==> src/rtl/riscv_host_pkg.sv <==
// Shared types for the RV32I host controller: core status, run result, FSM states, log entry.
package riscv_host_pkg;

    typedef enum logic [1:0] {
        CS_IDLE = 2'b00,
        CS_RUN  = 2'b01,
        CS_HALT = 2'b10,
        CS_EXC  = 2'b11
    } core_status_e;

    typedef enum logic [1:0] {
        RES_OK      = 2'd0,
        RES_EXC     = 2'd1,
        RES_TIMEOUT = 2'd2,
        RES_NOSTART = 2'd3
    } run_result_e;

    typedef enum logic [2:0] {
        S_IDLE,
        S_LAUNCH,
        S_WAIT_RUN,
        S_RUN,
        S_DONE
    } host_state_e;

    localparam int LOG_PC_W  = 32;
    localparam int LOG_EXC_W = 4;

    typedef struct packed {
        logic [LOG_EXC_W-1:0] exc;
        logic [LOG_PC_W-1:0]  pc;
    } log_entry_t;

endpackage

==> src/rtl/riscv_host_log_fifo.sv <==
// Exception log: first-word-fall-through FIFO with sticky overflow flag.
// Latency: a push is visible at the head the cycle after it is written.
// Backpressure: push when full without a same-cycle pop is dropped and sets overflow.
module riscv_host_log_fifo #(
    parameter int DW    = 36,
    parameter int DEPTH = 4
) (
    input  logic          clk,
    input  logic          rst_n,
    input  logic          push,
    input  logic [DW-1:0] push_dat,
    input  logic          pop,
    input  logic          clr_ovf,
    output logic          out_vld,
    output logic [DW-1:0] out_dat,
    output logic          overflow
);
    localparam int AW = $clog2(DEPTH);

    logic [DW-1:0] mem [DEPTH];
    logic [AW:0]   wr_ptr;
    logic [AW:0]   rd_ptr;
    logic          empty;
    logic          full;
    logic          do_pop;
    logic          do_push;

    assign empty   = (wr_ptr == rd_ptr);
    assign full    = (wr_ptr[AW] != rd_ptr[AW]) && (wr_ptr[AW-1:0] == rd_ptr[AW-1:0]);
    assign do_pop  = pop && !empty;
    // A pop in the same cycle frees the slot, so a full FIFO can still take the push.
    assign do_push = push && (!full || do_pop);

    always_ff @(posedge clk) begin
        if (do_push) begin
            mem[wr_ptr[AW-1:0]] <= push_dat;
        end
    end

    always_ff @(posedge clk or negedge rst_n) begin
        if (!rst_n) begin
            wr_ptr   <= '0;
            rd_ptr   <= '0;
            overflow <= 1'b0;
        end else begin
            if (do_push) begin
                wr_ptr <= wr_ptr + (AW+1)'(1);
            end
            if (do_pop) begin
                rd_ptr <= rd_ptr + (AW+1)'(1);
            end
            if (clr_ovf) begin
                overflow <= 1'b0;
            end else if (push && !do_push) begin
                overflow <= 1'b1;
            end
        end
    end

    assign out_vld = !empty;
    assign out_dat = empty ? '0 : mem[rd_ptr[AW-1:0]];

endmodule

==> src/rtl/riscv_host_ctrl.sv <==
// Host controller for the RV32I core: launches runs, monitors status, logs exceptions. Optional watchdog: RV_HOST_TIMEOUT_EN.
// Latency: start_pulse one cycle after command accept; run_done one cycle after terminating status.
// Backpressure: cmd_ready only in IDLE; exception log drops new events when full (sticky log_overflow).
module riscv_host_ctrl
    import riscv_host_pkg::*;
#(
    parameter int PC_W           = 32,
    parameter int EXC_W          = 4,
    parameter int LOG_DEPTH      = 4,
    parameter int CNT_W          = 32,
    parameter int START_WAIT     = 4,
    parameter int TIMEOUT_CYCLES = 100000
) (
    input  logic             clk,
    input  logic             rst_n,
    input  logic             cmd_valid,
    output logic             cmd_ready,
    input  logic [PC_W-1:0]  cmd_pc,
    input  logic [EXC_W-1:0] cmd_cfg,
    output logic             start_pulse,
    output logic [PC_W-1:0]  start_pc,
    output logic [EXC_W-1:0] core_configuration,
    input  logic [1:0]       core_status,
    input  logic [EXC_W-1:0] core_exceptions,
    input  logic [PC_W-1:0]  core_exceptions_pc,
    output logic             run_done,
    output logic [1:0]       run_result,
    output logic [CNT_W-1:0] run_cycles,
    output logic             log_valid,
    input  logic             log_ready,
    output logic [EXC_W-1:0] log_exc,
    output logic [PC_W-1:0]  log_pc,
    output logic             log_overflow
);
    localparam int WW = $clog2(START_WAIT + 1);
    localparam logic [CNT_W-1:0] TO_LIMIT = CNT_W'(TIMEOUT_CYCLES - 1);

    host_state_e      state, state_nxt;
    run_result_e      done_res;
    logic             go_done;
    logic             accept;
    logic             timeout_hit;
    logic [WW-1:0]    wait_cnt;
    logic [EXC_W-1:0] prev_exc;
    logic [PC_W-1:0]  prev_pc;
    logic             cap_en;
    logic             exc_event;

`ifdef RV_HOST_TIMEOUT_EN
    assign timeout_hit = (run_cycles == TO_LIMIT);
`else
    assign timeout_hit = (run_cycles == TO_LIMIT) & 1'b0;
`endif

    assign accept      = cmd_valid && cmd_ready;
    assign cmd_ready   = (state == S_IDLE);
    assign start_pulse = (state == S_LAUNCH);
    assign run_done    = (state == S_DONE);

    always_comb begin
        state_nxt = state;
        done_res  = RES_OK;
        go_done   = 1'b0;
        case (state)
            S_IDLE:   if (cmd_valid) state_nxt = S_LAUNCH;
            S_LAUNCH: state_nxt = S_WAIT_RUN;
            S_WAIT_RUN: begin
                case (core_status_e'(core_status))
                    CS_RUN:  state_nxt = S_RUN;
                    CS_HALT: begin go_done = 1'b1; done_res = RES_OK; end
                    CS_EXC:  begin go_done = 1'b1; done_res = RES_EXC; end
                    default: if (wait_cnt == WW'(START_WAIT - 1)) begin
                        go_done  = 1'b1;
                        done_res = RES_NOSTART;
                    end
                endcase
            end
            S_RUN: begin
                case (core_status_e'(core_status))
                    CS_RUN:  if (timeout_hit) begin go_done = 1'b1; done_res = RES_TIMEOUT; end
                    CS_EXC:  begin go_done = 1'b1; done_res = RES_EXC; end
                    default: begin go_done = 1'b1; done_res = RES_OK; end
                endcase
            end
            default:  state_nxt = S_IDLE;
        endcase
        if (go_done) begin
            state_nxt = S_DONE;
        end
    end

    always_ff @(posedge clk or negedge rst_n) begin
        if (!rst_n) begin
            state              <= S_IDLE;
            start_pc           <= '0;
            core_configuration <= '0;
            run_cycles         <= '0;
            run_result         <= '0;
            wait_cnt           <= '0;
        end else begin
            state <= state_nxt;
            if (accept) begin
                start_pc           <= cmd_pc;
                core_configuration <= cmd_cfg;
                run_cycles         <= '0;
                run_result         <= '0;
            end
            if (state == S_LAUNCH) begin
                start_pc           <= '0;
                core_configuration <= '0;
            end
            wait_cnt <= (state == S_WAIT_RUN) ? wait_cnt + WW'(1) : '0;
            // Only cycles where the core reports RUN are counted; the terminating cycle is not.
            if (state == S_RUN && core_status == CS_RUN && run_cycles != '1) begin
                run_cycles <= run_cycles + CNT_W'(1);
            end
            if (go_done) begin
                run_result <= done_res;
            end
        end
    end

    assign cap_en    = (state == S_WAIT_RUN) || (state == S_RUN) || (state == S_DONE);
    assign exc_event = cap_en && (core_exceptions != '0) &&
                       ({core_exceptions, core_exceptions_pc} != {prev_exc, prev_pc});

    // Previous sample is zeroed outside capture so the first event of a run always logs.
    always_ff @(posedge clk or negedge rst_n) begin
        if (!rst_n) begin
            prev_exc <= '0;
            prev_pc  <= '0;
        end else if (cap_en) begin
            prev_exc <= core_exceptions;
            prev_pc  <= core_exceptions_pc;
        end else begin
            prev_exc <= '0;
            prev_pc  <= '0;
        end
    end

    riscv_host_log_fifo #(
        .DW    (EXC_W + PC_W),
        .DEPTH (LOG_DEPTH)
    ) u_log_fifo (
        .clk      (clk),
        .rst_n    (rst_n),
        .push     (exc_event),
        .push_dat ({core_exceptions, core_exceptions_pc}),
        .pop      (log_ready),
        .clr_ovf  (accept),
        .out_vld  (log_valid),
        .out_dat  ({log_exc, log_pc}),
        .overflow (log_overflow)
    );

endmodule

==> config.mk <==
export PLATFORM = sky130hd
export DESIGN_NAME = riscv_host_ctrl
export DESIGN_NICKNAME = d
export VERILOG_FILES = /design/src/rtl/riscv_host_pkg.sv /design/src/rtl/riscv_host_log_fifo.sv /design/src/rtl/riscv_host_ctrl.sv
export SDC_FILE = /design/constraint.sdc
export NUM_CORES = 1
export LEC_CHECK = 0
export ABC_CLOCK_PERIOD_IN_PS = 4650
export CORE_ASPECT_RATIO = 0.5
export CORE_MARGIN = 3
export CORE_UTILIZATION = 43
export CTS_CLUSTER_SIZE = 8
export DETAILED_ROUTE_END_ITERATION = 8
export PLACE_DENSITY = 0.77
export SKIP_CTS_REPAIR_TIMING = 1
export SYNTH_ARGS = -nofsm -noshare
export SYNTH_HDL_FRONTEND = slang
export SYNTH_HIERARCHICAL = 1
export SYNTH_SLANG_ARGS = --single-unit
export TNS_END_PERCENT = 10
==> constraint.sdc <==
create_clock -name clk -period 4.65 [get_ports clk]
set_input_delay 0.465 -clock clk [delete_from_list [all_inputs] [get_ports clk]]
set_output_delay 0.465 -clock clk [all_outputs]
set_load 0.01 [all_outputs]
# Yosys cells after proc, flatten, opt, wreduce, memory -nomap -nowiden
# Memories as Yosys holds them, arrays and structs flattened.
# Index checks and enable logic that the tools add are counted.
# totals
word_cells,84
inputBits,78
n_memories,1
output_inout_bits,111
regBits,119
mem_bits_rw,144
# memory_table
memory,depth,width,rd,rd_clocked_by_memory_dff,wr,line,source
u_log_fifo.mem,4,36,1,0,1,riscv_host_log_fifo.sv:20,logic [DW-1:0] mem [DEPTH];
# classes
n_reduce_logical,24
n_addsub,4
n_eq_ne,16
muxes,28
# op_table
operator,n
$mux W32,5
$mux W36,1
$ne A36 B36 Y1,1
$add A32 B1 Y32 const B,1
$ne A32 B32 Y1 const B,1
$mux W3,4
$mux W4,3
$pmux W3 S4,1
$add A3 B1 Y3 const B,3
$eq A3 B2 Y1 const B,3
$logic_and A1 B1 Y1,9
$pmux W2 S2,2
$reduce_bool A2 Y1,4
$mux W1,7
$mux W2,3
$ne A3 B2 Y1 const B,2
$eq A2 B2 Y1 const B,2
$pmux W1 S2,2
$reduce_bool A4 Y1,1
$reduce_or A2 Y1,2
$eq A3 B1 Y1 const B,1
$eq A3 B3 Y1,1
$eq A3 B3 Y1 const B,1
$logic_not A1 Y1,3
other kinds (7),9

# Logic depth before layout (Yosys ltp)
# Gate-level depths: netlist of run 1.
# logic_depth
ltp_word,10
depth_mapped,9
ltp_nobuf,8

# Hierarchy
# Netlist of run 1, hierarchy kept.
# by_module_without_submodules
mod,cells_each,area_per_inst_um2,n_inst
riscv_host_log_fifo,268,5875.6,1
riscv_host_ctrl,539,5195.0,1

# Worst setup path after synthesis of run 1
# Ideal clock, no wire load.
# synth_path
path_type,register to register
from,register state[0]
to,"memory u_log_fifo.mem[1][0], enable pin"
n_path_buf,2
setup_slack_ps,1980
path_stages_with_launch,8
arrival_time_ps,2294
period_less_slack_ps,2670
path_cell_list,dfrtp_1 clkbuf_1 nor2_1 and2_1 nor2_1 clkbuf_1 nor3_1 and3_2
# synth_lines
item,line,source
"start, declared",riscv_host_ctrl.sv:38,"host_state_e state, state_nxt;"
"start signal, assigned",riscv_host_ctrl.sv:101,state <= state_nxt;
$eq A3 B3 Y1,n/a,
net run_done,riscv_host_ctrl.sv:26,"output logic run_done,"
$logic_or A1 B1 Y1,riscv_host_ctrl.sv:123,assign cap_en = (state == S_WAIT_RUN) || (state == S_RUN) || (state == S_DONE);
$logic_and A1 B1 Y1 (2 in a row),riscv_host_ctrl.sv:124,assign exc_event = cap_en && (core_exceptions != '0) &&
net exc_event,riscv_host_ctrl.sv:47,logic exc_event;
$logic_and A1 B1 Y1,riscv_host_log_fifo.sv:32,assign do_push = push && (!full || do_pop);
$mux W1,riscv_host_log_fifo.sv:35,if (do_push) begin
$mux W1 (not written as such),riscv_host_log_fifo.sv:36,mem[wr_ptr[AW-1:0]] <= push_dat;
"end, declared",riscv_host_log_fifo.sv:20,
# The timed path passes the listed nets, and every way through them passes these cells.

# Worst setup path in the final report of run 1
# layout_path
from,register u_log_fifo.rd_ptr[0]
to,output log_pc[6]
# layout_via
elab_chain_cells,2
# layout_lines
item,line,source
"start, declared",riscv_host_log_fifo.sv:22,logic [AW:0] rd_ptr;
"start signal, assigned",riscv_host_log_fifo.sv:50,rd_ptr <= rd_ptr + (AW+1)'(1);
$mem_v2 Z4 W36 or $eq A3 B3 Y1 (tied branches),n/a,
$mux W36 *,riscv_host_log_fifo.sv:61,assign out_dat = empty ? '0 : mem[rd_ptr[AW-1:0]];
"end, declared",riscv_host_ctrl.sv:32,"output logic [PC_W-1:0] log_pc,"
# Mark *: on every way between the ends. The rest lies on a longest branch, timed or not.

==> impl_metrics.ini, run 1 <==
[die]
start_util = 0.450
fp.coreArea_sq_mm = 0.0246
io_pins = 189
die_w_um = 233
die_h_um = 119
die_area_sq_mm = 0.0278
rows = 40

[timing]
rsz0062_at_grt = no
layout_setup_ws_ps = 1070
setup_violations = 0
finalCritPeriodShare = 0.771
worst_pin_slew_ps = 1160
final.setup_skew_ps = 15.5
max_freq_ghz = 0.279
final_max_slew_viol_count = 0
final.setup.tns_ps = 0
period_needed_ps = 3580
final_hold_viol_count = 0
relSlewSlack = 0.228
timing.hold.ws_ps = 430

[worst_setup_path]
worstPathArrival_ps = 3120
crit-reg2reg-launch = u_log_fifo/rd_ptr[0]
critPathSlowestCell = dfrtp_2
critical_path.max_fanout = 21
worst_r2r_path_depth = 3
worstPathCellList = buf_4 -> mux4_2 -> nor2b_1 -> clkdlybuf4s50_1
cp-end-kind = primary output
crit_path_max_incr_delay_ps = 800
critPathKind = register to primary output
ff2ff_setup_slack_ps = 1770
start_kind = register
r2r-end = u_log_fifo/mem[2][0]
worstPathRequired_ps = 4180

[placed_design]
hpwl_um = 16000
io_buffers = 188
pre_cts_slack_ps = 1190
dp_cells = 1304
place_area_sq_mm = 0.0133
place.gp.congestion = 0.781

[cells_and_area]
num-nets-final = 1095
fin_cells = 1366
antenna_cells = 0
drive_gt1_frac = 0.116
nFillCells = 1900
syn_to_final_growth_pct = 29.8
utilization = 0.584
final_area_sq_mm = 0.0144

[route]
viasPerCell = 5.30
antenna_left = 0
first_pass_iters = 5
routedWlPerCell_um = 18.9
first_iter_violations = 400
via_count = 7244
wl_um = 25900
drc = 0

[yosys]
syn_inst = 807
ys_types = 59
synth_edf_count = 144
synth_top_cell_by_area = edfxtp_1
ys_warn_count = 6
synth_seq_cells = 263
synthTopCellsByArea = edfxtp_1 (39%), dfrtp_1 (27%), mux4_2 (7.3%), nor2b_1 (4.2%), nand2_1 (3.7%)
ys.flop_type = edfxtp_1
async_flop_share = 0.452
synth.net_count = 893
avgSynthCellArea_sq_um = 13.7
yosysTopAreaCellShare = 0.391
ys_seq_area_frac = 0.660
syn-cell-area_sq_mm = 0.0111

[run]
drv_cap = 0

[cts]
clk_latency_ps = 510
cts.sinks = 263
numCtsBuffers = 38
tritoncts = yes
clk_pin_slew_worst_paths_ps = 50
root_buffer = clkbuf_16
htreeDepth = 2
clk_path_buf_depth = 3

[run_status]
outcome = complete, no violations

[pwr]
power_mw = 9.19
p_leak_nw = 5.47
p_per_area_mw_per_mm2 = 639
ir_worst_vdd_uv = 296

[global_routing]
grt_overflow = 0
grt_pass1_wl_um = 41400
grt_usage = 0.188
antenna_found_initial = 0
grt_max_degree = 49
grt_pass1_vias = 7553

[min_path]
hold_path.class = primary input to asynchronous set/reset pin
logic make-up (layout without fill, tap and decap cells):
family / Yosys count / after routing / share of synthesized area
fa+ha+maj: 8 / 8 / 0.00904
compound gates: 80 / 80 / 0.0469
mux: 41 / 41 / 0.0780
simple gates: 322 / 322 / 0.152
flops: 263 / 263 / 0.660
buf+inv: 50 / 273 / 0.0208
xor+xnor: 43 / 43 / 0.0340
cell type report:
class / count / area (sq um) / share of cell area
Timing Repair Buffer: 198 / 1960 / 0.136
Multi-Input combinational cell: 494 / 3560 / 0.248
Inverter: 14 / 52.6 / 0.00366
Sequential cell: 263 / 7300 / 0.508
Clock inverter: 2 / 28.8 / 0.00200
Clock buffer: 59 / 1050 / 0.0731
Tap cell: 336 / 420 / 0.0293
worst max-delay path by stage:
stage	startpoint	end	cells after the start
after global routing	u_log_fifo/rd_ptr[0]	log_pc[6]	4
after CTS	u_log_fifo/rd_ptr[0]	log_pc[6]	4
after floorplan	state[0]	u_log_fifo/mem[1][0]	7
final	u_log_fifo/rd_ptr[0]	log_pc[6]	4
after global placement	core_exceptions_pc[3]	u_log_fifo/mem[2][29]	7
after detailed placement	core_exceptions_pc[10]	u_log_fifo/mem[2][1]	7
power by group:
part           total (mW)  switching, mW  internal (mW)
Sequential           3.40          0.298           3.10
Combinational        3.29           1.65           1.64
Clock                2.50          0.962           1.54
cell usage in the layout, fill, tap and decap left out, types with 5 or more instances in the layout:
cell	count
nand3_1	56
xor2_1	31
nor3_1	6
edfxtp_1	144
nand2_1	108
a21oi_1	15
nand4_1	7
clkdlybuf4s50_1	187
inv_1	14
clkbuf_1	20
or3_1	6
nor2b_1	74
nor4_1	13
mux4_2	36
a31oi_1	20
xnor2_1	12
dfrtp_1	118
ha_1	8
buf_4	10
a21oi_2	7
o21ai_0	19
clkbuf_16	39
and3_2	5
nor2_1	19
synth_stat cells, types with 5 or more instances:
cell type and number:
a21oi_2 7, dfrtp_1 119, and3_2 5, a21oi_1 16
or3_1 6, buf_2 7, xnor2_1 12, nor4_1 13
nor2_1 20, buf_1 9, xor2_1 31, inv_1 14
nand4_1 7, a31oi_1 20, o21ai_0 19, ha_1 8
edfxtp_1 144, nand3_1 56, nor2b_1 74, mux4_2 36
clkbuf_1 14, nor3_1 6, nand2_1 108
per-layer routing:
metal  global-route usage  routed length [um]  share of wire
met1                0.245               10900           0.42
met2                0.323               13200           0.51
met3               0.0480                1470          0.057
met4               0.0330                 303          0.012
met5                    0                   0              0
sequential cells by signal, summed over array words and instances, names as in the netlist:
register and count:
u_log_fifo/mem 144, core_configuration 4, run_result 2, run_cycles 32
prev_exc 4, state 3, prev_pc 32, wait_cnt 3
u_log_fifo/rd_ptr 3, start_pc 32, u_log_fifo/overflow 1, u_log_fifo/wr_ptr 3
critical path: cells and delay by family, from the launching register on:
| kind | cells | cell delay [ps] |
|---|---|---|
| buffers and inverters | 2 | 1050 |
| DFF | 1 | 800 |
| muxes | 1 | 550 |
| and+or+nand+nor | 1 | 180 |
No activity file was read; power rests on OpenSTA's default activity.
==> run 2: changes to the inputs <==
ABC_CLOCK_PERIOD_IN_PS = 3650   (was 4650)
clock period = 3.65 ns   (was 4.65 ns; I/O delays follow)
==> run 2 against run 1 <==
  * The run now ends with negative hold slack left
  * Total power increased by 28%
  * Cell area up 0.26%
  * Largest power group unchanged
  * Critical path type unchanged
  * Via count is 0.23% higher
  * Non-clock buffer count grew 1
==> impl_metrics.ini, run 2 (synthesis results as in run 1) <==
[cts]
cts.sinks = 263
tritoncts = yes
root_buffer = clkbuf_16
clk_pin_slew_worst_paths_ps = 50
clk_latency_ps = 510
htreeDepth = 2
clk_path_buf_depth = 3
numCtsBuffers = 38

[cells_and_area]
layout_common_cells = clkdlybuf4s50_1 (187), edfxtp_1 (144), dfrtp_1 (118)
layout_commonest_cell = clkdlybuf4s50_1
seq_area_sq_mm = 0.00730
antenna_cells = 0
largest_reg_flops = 144
final_area_sq_mm = 0.0144
nFillCells = 1927
num-nets-final = 1096
syn_to_final_growth_pct = 30.2
drive_gt1_frac = 0.117
multi_input_area_sq_mm = 0.00356
utilization = 0.585

[timing]
timing.hold.ws_ps = -52.4
final_max_slew_viol_count = 0
final.setup.tns_ps = 0
max_freq_ghz = 0.303
rsz0062_at_grt = no
final_hold_viol_count = 27
worst_pin_slew_ps = 1060
setup_violations = 0
final.setup_skew_ps = 13.3
finalCritPeriodShare = 0.905
period_needed_ps = 3300
relSlewSlack = 0.296

[placed_design]
hpwl_um = 16200
io_buffers = 188
place_area_sq_mm = 0.0133
place.gp.congestion = 0.782

[route]
viasPerCell = 5.30
via_count = 7261
drc = 0
wl_um = 25900
first_pass_iters = 5
antenna_left = 0
routedWlPerCell_um = 18.9
first_iter_violations = 444

[worst_setup_path]
worstPathRequired_ps = 3280
cp-end-kind = primary output
critical_path.max_fanout = 37
critPathKind = register to primary output
ff2ff_setup_slack_ps = 620
worstPathArrival_ps = 2940
start_kind = register

[die]
die_area_sq_mm = 0.0278
io_pins = 189
fp.coreArea_sq_mm = 0.0246
rows = 40
die_h_um = 119
die_w_um = 233
start_util = 0.450

[pwr]
pwr-share-comb = 0.361
p_sw_mw = 3.72
ir_worst_vdd_uv = 373
p_clk_frac = 0.272
switching_share = 0.317
p_seq_frac = 0.367
p_per_area_mw_per_mm2 = 815
p_leak_nw = 5.49
p_int_mw = 8.03

[global_routing]
grt_pass1_vias = 7600
grt_util_met1 = 0.242
grt_max_degree = 63
grt_overflow = 0
grt_use_met3 = 0.0430
grt_use_met2 = 0.321
grt_pass1_wl_um = 41100
grt_usage = 0.187
antenna_found_initial = 0
grt.busiest_layer = met2

[run_status]
violations = negative hold slack
outcome = complete, but fails checks

[min_path]
hold_path.class = primary input to asynchronous set/reset pin

[run]
drv_cap = 0
==> run 2: per-stage QoR <==
step           power, mW  std cells  worst slack (ps)
6_report            11.7       1369               347
5_1_grt             12.4       1369               170
4_1_cts             11.9       1369               268
3_5_place_dp        8.64       1306               161
3_3_place_gp        8.55       1306               374
2_1_floorplan       6.58        807               980
==> run 2: metal layers <==
| layer | wire length (um) | vias to the layer above |
|---|---|---|
| met5 | 0 | - |
| met3 | 1250 | 34 |
| li1 | - | 3342 |
| met1 | 11100 | 3722 |
| met4 | 412 | 0 |
| met2 | 13200 | 163 |
==> run 2: power groups by stage <==
stage | clock (mW) | sequential (mW) | combinational (mW)
floorplan | 0 | 4.30 | 2.28
global placement | 0 | 4.32 | 4.23
detailed placement | 0 | 4.36 | 4.28
CTS | 3.26 | 4.32 | 4.32
global route | 3.40 | 4.39 | 4.58
finish | 3.19 | 4.31 | 4.25
==> run 2: area by class of cell <==
class	count	area share
Multi-Input combinational cell	494	0.247
Clock inverter	2	0.00200
Sequential cell	263	0.507
Inverter	14	0.00365
Clock buffer	61	0.0735
Tap cell	336	0.0292
Timing Repair Buffer	199	0.138
==> run 2: worst max-delay path, cell delays in order, from the launching register on <==
cell             delay, ps
dfrtp_2                720
xor2_1                 540
nor3_4                  40
buf_4                  290
nor2b_1                240
clkdlybuf4s50_1        600
==> run 2: path summary, 6_finish.rpt <==
check	startpoint	endpoint	cells past startpoint
max	u_log_fifo/rd_ptr[0]	log_pc[22]	5
min	rst_n	prev_pc[12]	1
max reg2reg	state[1]	u_log_fifo/mem[2][14]	4
min reg2reg	wait_cnt[0]	wait_cnt[0]	1
max in group asynchronous	rst_n	run_cycles[4]	2
min in group clk	cmd_pc[25]	start_pc[25]	3
